$ cat config.mk
export PLATFORM = sky130hd
export DESIGN_NAME = serial_alu
export DESIGN_NICKNAME = d
export VERILOG_FILES = /design/src/rtl/serial_alu.sv
export SDC_FILE = /design/constraint.sdc
export NUM_CORES = 1
export LEC_CHECK = 0
export BUFFER_PORTS_ARGS = -buffer_cell sky130_fd_sc_hd__buf_2
export CAP_MARGIN = 40
export CORE_MARGIN = 3
export CORE_UTILIZATION = 55
export CTS_BUF_LIST = sky130_fd_sc_hd__clkbuf_8
export CTS_CLUSTER_DIAMETER = 120
export CTS_CLUSTER_SIZE = 12
export DETAILED_ROUTE_END_ITERATION = 8
export GPL_TIMING_DRIVEN = 1
export HOLD_SLACK_MARGIN = 0.15
export PLACE_DENSITY = 0.77
export SYNTH_ARGS = -nofsm -noshare
export SYNTH_HDL_FRONTEND = slang
export SYNTH_SLANG_ARGS = --single-unit
$ cat constraint.sdc
create_clock -name clk -period 2.3 [get_ports clk]
set_clock_uncertainty 0.1 [all_clocks]
set_input_delay 0.345 -clock clk [delete_from_list [all_inputs] [get_ports clk]]
set_output_delay 0.345 -clock clk [all_outputs]
set_load 0.005 [all_outputs]
$ cat src/rtl/serial_alu.sv
// serial_alu: bit-serial ALU that reuses one bit-slice over WIDTH cycles,
// LSB first, with a carry flop standing in for the ripple chain. The MSB
// cycle applies the MSB-slice rules (set, overflow) and commits the result.
module serial_alu #(
   parameter int WIDTH = 32
) (
   input  logic             clk,
   input  logic             rst,
   input  logic             start,
   input  logic [WIDTH-1:0] src_a,
   input  logic [WIDTH-1:0] src_b,
   input  logic [3:0]       alu_ctl,
   output logic             busy,
   output logic             done,
   output logic [WIDTH-1:0] result,
   output logic             zero,
   output logic             overflow
);

   localparam int IW = (WIDTH > 2) ? $clog2(WIDTH) : 1;
   localparam logic [IW-1:0] LAST_BIT = IW'(WIDTH - 1);

   typedef enum logic [1:0] {
      IDLE = 2'd0,
      RUN  = 2'd1,
      DONE = 2'd2
   } state_t;

   state_t           state_q, state_d;
   logic [IW-1:0]    idx_q, idx_d;
   logic             carry_q, carry_d;
   logic [WIDTH-1:0] a_q, a_d;
   logic [WIDTH-1:0] b_q, b_d;
   logic [3:0]       ctl_q, ctl_d;
   logic [WIDTH-1:0] sh_q, sh_d;
   logic [WIDTH-1:0] result_q, result_d;
   logic             zero_q, zero_d;
   logic             ovf_q, ovf_d;

   // Bit-slice datapath signals; operands shift right so bit 0 is the current bit.
   logic             ai, bi, sum_bit, cout, res_bit, ovf_raw, set_bit;
   logic [WIDTH-1:0] final_res;

   // One bit-slice: inverts, full adder, operation mux and MSB-slice rules.
   always_comb begin
      ai      = a_q[0] ^ ctl_q[3];
      bi      = b_q[0] ^ ctl_q[2];
      sum_bit = ai ^ bi ^ carry_q;
      cout    = (ai & bi) | ((ai ^ bi) & carry_q);
      unique case (ctl_q[1:0])
         2'b00:   res_bit = ai & bi;
         2'b01:   res_bit = ai | bi;
         2'b10:   res_bit = sum_bit;
         default: res_bit = 1'b0;
      endcase
      // Only meaningful on the MSB cycle, where a_q[0]/b_q[0] hold the raw sign bits.
      ovf_raw   = carry_q ^ cout;
      set_bit   = ovf_raw ? (a_q[0] & ~b_q[0]) : sum_bit;
      final_res = {res_bit, sh_q[WIDTH-1:1]};
      if (ctl_q[1:0] == 2'b11) begin
         final_res = {{(WIDTH-1){1'b0}}, set_bit};
      end
   end

   // Controller next-state and register updates; everything holds by default.
   always_comb begin
      // NOTE: every _d gets a default first so no path through the case infers a latch.
      state_d  = state_q;
      idx_d    = idx_q;
      carry_d  = carry_q;
      a_d      = a_q;
      b_d      = b_q;
      ctl_d    = ctl_q;
      sh_d     = sh_q;
      result_d = result_q;
      zero_d   = zero_q;
      ovf_d    = ovf_q;
      unique case (state_q)
         IDLE: begin
            if (start) begin
               state_d = RUN;
               a_d     = src_a;
               b_d     = src_b;
               ctl_d   = alu_ctl;
               idx_d   = '0;
               carry_d = alu_ctl[2];
               sh_d    = '0;
            end
         end
         RUN: begin
            a_d     = a_q >> 1;
            b_d     = b_q >> 1;
            carry_d = cout;
            sh_d    = {res_bit, sh_q[WIDTH-1:1]};
            idx_d   = idx_q + 1'b1;
            if (idx_q == LAST_BIT) begin
               state_d  = DONE;
               result_d = final_res;
               zero_d   = (final_res == '0);
               ovf_d    = (ctl_q[1:0] == 2'b11) ? 1'b0 : ovf_raw;
            end
         end
         DONE:    state_d = IDLE;
         default: state_d = IDLE;
      endcase
   end

   // State register with synchronous reset; reset also aborts a running operation.
   always_ff @(posedge clk) begin
      // NOTE: sequential state uses non-blocking assignments only.
      if (rst) begin
         state_q  <= IDLE;
         idx_q    <= '0;
         carry_q  <= 1'b0;
         a_q      <= '0;
         b_q      <= '0;
         ctl_q    <= '0;
         sh_q     <= '0;
         result_q <= '0;
         zero_q   <= 1'b1;
         ovf_q    <= 1'b0;
      end else begin
         state_q  <= state_d;
         idx_q    <= idx_d;
         carry_q  <= carry_d;
         a_q      <= a_d;
         b_q      <= b_d;
         ctl_q    <= ctl_d;
         sh_q     <= sh_d;
         result_q <= result_d;
         zero_q   <= zero_d;
         ovf_q    <= ovf_d;
      end
   end

   assign busy     = (state_q != IDLE);
   assign done     = (state_q == DONE);
   assign result   = result_q;
   assign zero     = zero_q;
   assign overflow = ovf_q;

endmodule

Word level (Yosys, flattened, before mapping)
Cells that the tools add are included.
{"block": "word_totals", "ff_bits": 142, "latch_bits": 0, "ram_bits": 0, "romBits": 0, "wordCells": 56, "memories": 0}
{"block": "op_classes", "addsub": 1, "mul": 0, "n_div": 0, "magnitude_cmp": 0, "eq_ne": 8, "n_shift": 0, "muxes": 17, "bitwise": 11, "n_reduce_logical": 9}
{"operator": "one-hot mux 32 bit (2 select lines)", "count": 3}
{"operator": "2-to-1 mux 32 bit", "count": 4}
{"operator": "logical NOT 32 bit", "count": 1}
{"operator": "one-hot mux 5 bit (2 select lines)", "count": 1}
{"operator": "AND reduction 2 bit", "count": 4}
{"operator": "equality test 2 bit, second input constant", "count": 3}
{"operator": "adder 5 x 1 -> 5 bit, second input constant", "count": 1}
{"operator": "equality test 5 bit, second input constant", "count": 1}
{"operator": "2-to-1 mux 5 bit", "count": 1}
{"operator": "XOR 1 bit", "count": 5}
{"operator": "equality test 2 x 1 -> 1 bit, second input constant", "count": 2}
{"operator": "logical NOT 2 bit", "count": 2}
{"operator": "2-to-1 mux 2 bit", "count": 2}
{"operator": "inequality test 2 bit, second input constant", "count": 2}
{"operator": "one-hot mux 2 bit (2 select lines)", "count": 1}
{"operator": "nonzero test 2 bit", "count": 2}
{"operator": "AND 1 bit", "count": 3}
{"operator": "2-to-1 mux 1 bit", "count": 3}
{"operator": "one-hot mux 1 bit (3 select lines)", "count": 1}
{"operator": "OR 1 bit", "count": 2}
{"operator": "one-hot mux 1 bit (2 select lines)", "count": 1}
{"operator": "inverter 1 bit", "count": 1}

Longest topological paths before layout
{"block": "logic_depth", "depth_word": 8, "mapped_depth": 8, "ltp_nobuf": 7}

Worst setup path before layout
No wires, ideal clock.
{"block": "synth_path", "kind": "register to register", "start": "register a_q[0]", "end": "register zero_q, in the netlist zero", "setup_time_ns": 0.087, "t_arrival_ns": 1.817, "slack_ns": 0.296, "path_stages_with_launch": 8, "n_path_buf": 0, "period_less_slack_ns": 2.004, "cell_sequence": "dfxtp_1 -> xnor2_1 -> inv_1 -> fa_1 -> mux2_2 -> o21ai_0 -> nand3_1 -> o31ai_1"}
{"block": "synth_via", "elab_chain_cells": 8, "elab_cells_between_ends": 13}
{"item": "start, declared", "line": "32", "rtl": "logic [WIDTH-1:0] a_q, a_d;"}
{"item": "start signal, assigned", "line": "115", "rtl": "a_q <= '0;"}
{"item": "start signal, assigned", "line": "126", "rtl": "a_q <= a_d;"}
{"item": "XOR 1 bit", "line": "46", "rtl": "ai = a_q[0] ^ ctl_q[3];"}
{"item": "XOR 1 bit", "line": "48, 49"}
{"item": "AND 1 bit", "line": "49", "rtl": "cout = (ai & bi) | ((ai ^ bi) & carry_q);"}
{"item": "OR 1 bit", "line": "49"}
{"item": "XOR 1 bit", "line": "57", "rtl": "ovf_raw = carry_q ^ cout;"}
{"item": "2-to-1 mux 1 bit", "line": "58", "rtl": "set_bit = ovf_raw ? (a_q[0] & ~b_q[0]) : sum_bit;"}
{"item": "2-to-1 mux 32 bit *", "line": "60", "rtl": "if (ctl_q[1:0] == 2'b11) begin"}
{"item": "logical NOT 32 bit *", "line": "99", "rtl": "zero_d = (final_res == '0);"}
{"item": "end signal, assigned", "line": "131", "rtl": "zero_q <= zero_d;"}
{"item": "end, declared", "line": "37", "rtl": "logic zero_q, zero_d;"}
Mark *: on every way between the ends. The rest lies on a longest branch, timed or not.
A chain may end at the register's enable or synchronous reset.

Worst setup path after layout
{"block": "layout_path", "start": "register b_q[0]", "end": "register zero_q, in the netlist zero"}
{"block": "layout_via", "elab_chain_cells": 8, "elab_cells_between_ends": 14}
{"item": "start, declared", "line": "33", "rtl": "logic [WIDTH-1:0] b_q, b_d;"}
{"item": "start signal, assigned", "line": "116", "rtl": "b_q <= '0;"}
{"item": "start signal, assigned", "line": "127", "rtl": "b_q <= b_d;"}
{"item": "XOR 1 bit", "line": "47", "rtl": "bi = b_q[0] ^ ctl_q[2];"}
{"item": "XOR 1 bit", "line": "48, 49"}
{"item": "AND 1 bit", "line": "49"}
{"item": "OR 1 bit", "line": "49"}
{"item": "XOR 1 bit", "line": "57"}
{"item": "2-to-1 mux 1 bit", "line": "58"}
{"item": "2-to-1 mux 32 bit *", "line": "60"}
{"item": "logical NOT 32 bit *", "line": "99"}
Marks and branches as above.

==> impl_metrics.toml <==
[timing]
post-route-period-util = 0.934
finalMaxSlewViolations = 0
fin_ws_ps = 153
min_period_ps = 2150
hold_violations = 0
finalSetupViolCount = 0
fmax_ghz = 0.466
tightestPinTransition_ps = 684
slew_headroom = 0.544

[synth]
synth_edf_count = 0
synth_fp_nets = 760
synth.avg_cell_area_sq_um = 8.37
synth-main-ff-cell = "dfxtp_1"
synth-seq-cells = 141
ys_types = 39
syn_inst = 684
async_reset_ff_frac = 0
ys_warn_count = 0
syn_area_sq_mm = 0.00573
yosysSeqAreaShare = 0.493

[layout]
nets = 912
final_common_cell = "dfxtp_1"
design_area_sq_mm = 0.00742
antenna_cells = 0
multi_input_area_sq_mm = 0.00262
syn_to_final_growth_pct = 29.5
fill_cells = 739
layout_common_cells = "dfxtp_1, nand2_1, a21oi_1, buf_2, nor2_1"
ff_latch_area_sq_mm = 0.00282
layout-drive-gt1-share = 0.230
fin_util = 0.745

[routing]
dr.pass1.iters = 4
wl_per_cell_microns = 14.5
vias = 5400
drt-vias-per-instance = 5.50
drc_errors = 0
drtAntennaViolNets = 0
drt-total-wl_microns = 14300
initialDrtViolationCount = 356

[worst_setup_path]
cp_max_fo = 3
cp_slowest_stage_delay_ps = 490
critPathSlowestCell = "fa_1"
path_delay_family = "adder cells"
required_ps = 2550
crit_path_end_kind = "flop"
path_class = "flop to flop"
startpoint = "b_q[0]$_SDFFE_PP0P_"
r2r_start = "b_q[0]$_SDFFE_PP0P_"
start_kind = "flop"
worstPathCellList = "xor2_1 > fa_1 > mux2_2 > o21ai_1 > nand3_1 > o31ai_1"
arrival_ps = 2400
worst-path-buf-inv = 0

[clock_tree]
cts_buffers = 17
htreeDepth = 4
clock_latency_ps = 450
path_clk_slew_ps = 90
cts_tree = "yes"
cts.sinks = 141
root_buffer = "clkbuf_8"
cts.path.max_buffers = 2

[place]
dp_hpwl_microns = 8470
gp_congestion = 0.810
pre_cts_ws_ps = 86.8
place_area_sq_mm = 0.00635
port_buffers = 106

[floorplan]
die_x_microns = 108
rows = 36
die_h_microns = 108
ioPinCount = 107
coreArea_sq_mm = 0.00995
initial_core_util = 0.575
die_area_sq_mm = 0.0117

[grt]
grt_first_pass_wirelength_microns = 23800
grt_overflow = 0
grt_max_degree = 61
grt_pass1_vias = 5201
antenna_found_initial = 0
grtUsageTotal = 0.253

[power]
power.density_mw_per_mm2 = 696
irDropWorstVdd_mv = 0.431
fin_total_pwr_mw = 5.16
p_leak_nw = 2.88

[min_path]
hp-start = "rst"
hp-class = "input pin to flop"

[status]
outcome = "complete, no violations"

[job]
drv_cap = 0
-- worst paths after layout --
kind / slack [ps] / to / cells past startpoint
setup / recovery: 150 / zero$_SDFFE_PP1P_ / 6
hold reg to reg: 350 / result[24]$_SDFFE_PP0P_ / 2
setup reg to reg: 150 / zero$_SDFFE_PP1P_ / 6
hold / removal: 330 / overflow$_SDFFE_PP0P_ / 2
-- flip-flops by register name (all words and copies together) (netlist names) --
signal and flops:
sh_q 31, overflow 1, b_q 32, a_q 32, state_q 2, ctl_q 4
result 32, zero 1, carry_q 1, idx_q 5
-- routing by layer --
metal,up-vias,GRT usage,part of all wire
li1,2675,-,-
met1,2517,0.316,0.43
met2,169,0.411,0.48
met3,39,0.0722,0.054
met4,0,0.107,0.031
met5,-,0,0
-- repair_timing --
item / CTS / global route
buffers inserted: 0 / 0
gates resized for setup: 0 / 2
endpoints found under the hold margin: 69 / 0
endpoints found under the setup margin: 0 / 1
hold buffers: 68 / 0
-- through the flow --
step | std cells | TNS [ps] | hold WS (ps)
final | 982 | 0 | 326
after global routing | 982 | -31.3 | 332
after floorplan | 684 | 0 | 336
after detailed placement | 882 | 0 | 340
after global placement | 882 | 0 | 335
after CTS | 982 | 0 | 300
-- synth_stat cells, drive strengths merged (2+ instances only) --
cell | count | area share
nand2 | 119 | 0.078
ha | 4 | 0.0087
mux2 | 2 | 0.0039
buf | 29 | 0.032
nor4 | 27 | 0.051
nor2b | 3 | 0.0033
nand3 | 67 | 0.066
inv | 2 | 0.0013
o21ai | 3 | 0.0026
a31oi | 2 | 0.0022
dfxtp | 141 | 0.49
a22oi | 42 | 0.055
o21a | 2 | 0.0026
clkbuf | 31 | 0.020
nand4 | 2 | 0.0022
a21oi | 114 | 0.10
nor2 | 77 | 0.051
xnor2 | 2 | 0.0031
nand3b | 2 | 0.0026
-- kinds of logic after synthesis --
family	share of synthesized area
AND/OR/NAND/NOR	0.263
buffers and inverters	0.0540
flip-flops	0.493
multiplexers	0.00568
adder cells (fa/ha/maj)	0.0122
AO/OA/AOI/OAI	0.168
XOR/XNOR	0.00459
-- layout make-up --
cell class              count  area share
inverters                   2     0.00101
multi-input cells         481       0.353
clock inverters            15      0.0197
repair buffers            193       0.191
flip-flops and latches    141       0.381
clock buffers              17      0.0316
well taps                 133      0.0224
-- where the power goes --
part | internal, mW | switching [mW]
Clock | 0.814 | 1.10
Sequential | 2.54 | 0.0629
Combinational | 0.292 | 0.353
Power figures use the tool's default switching activity.
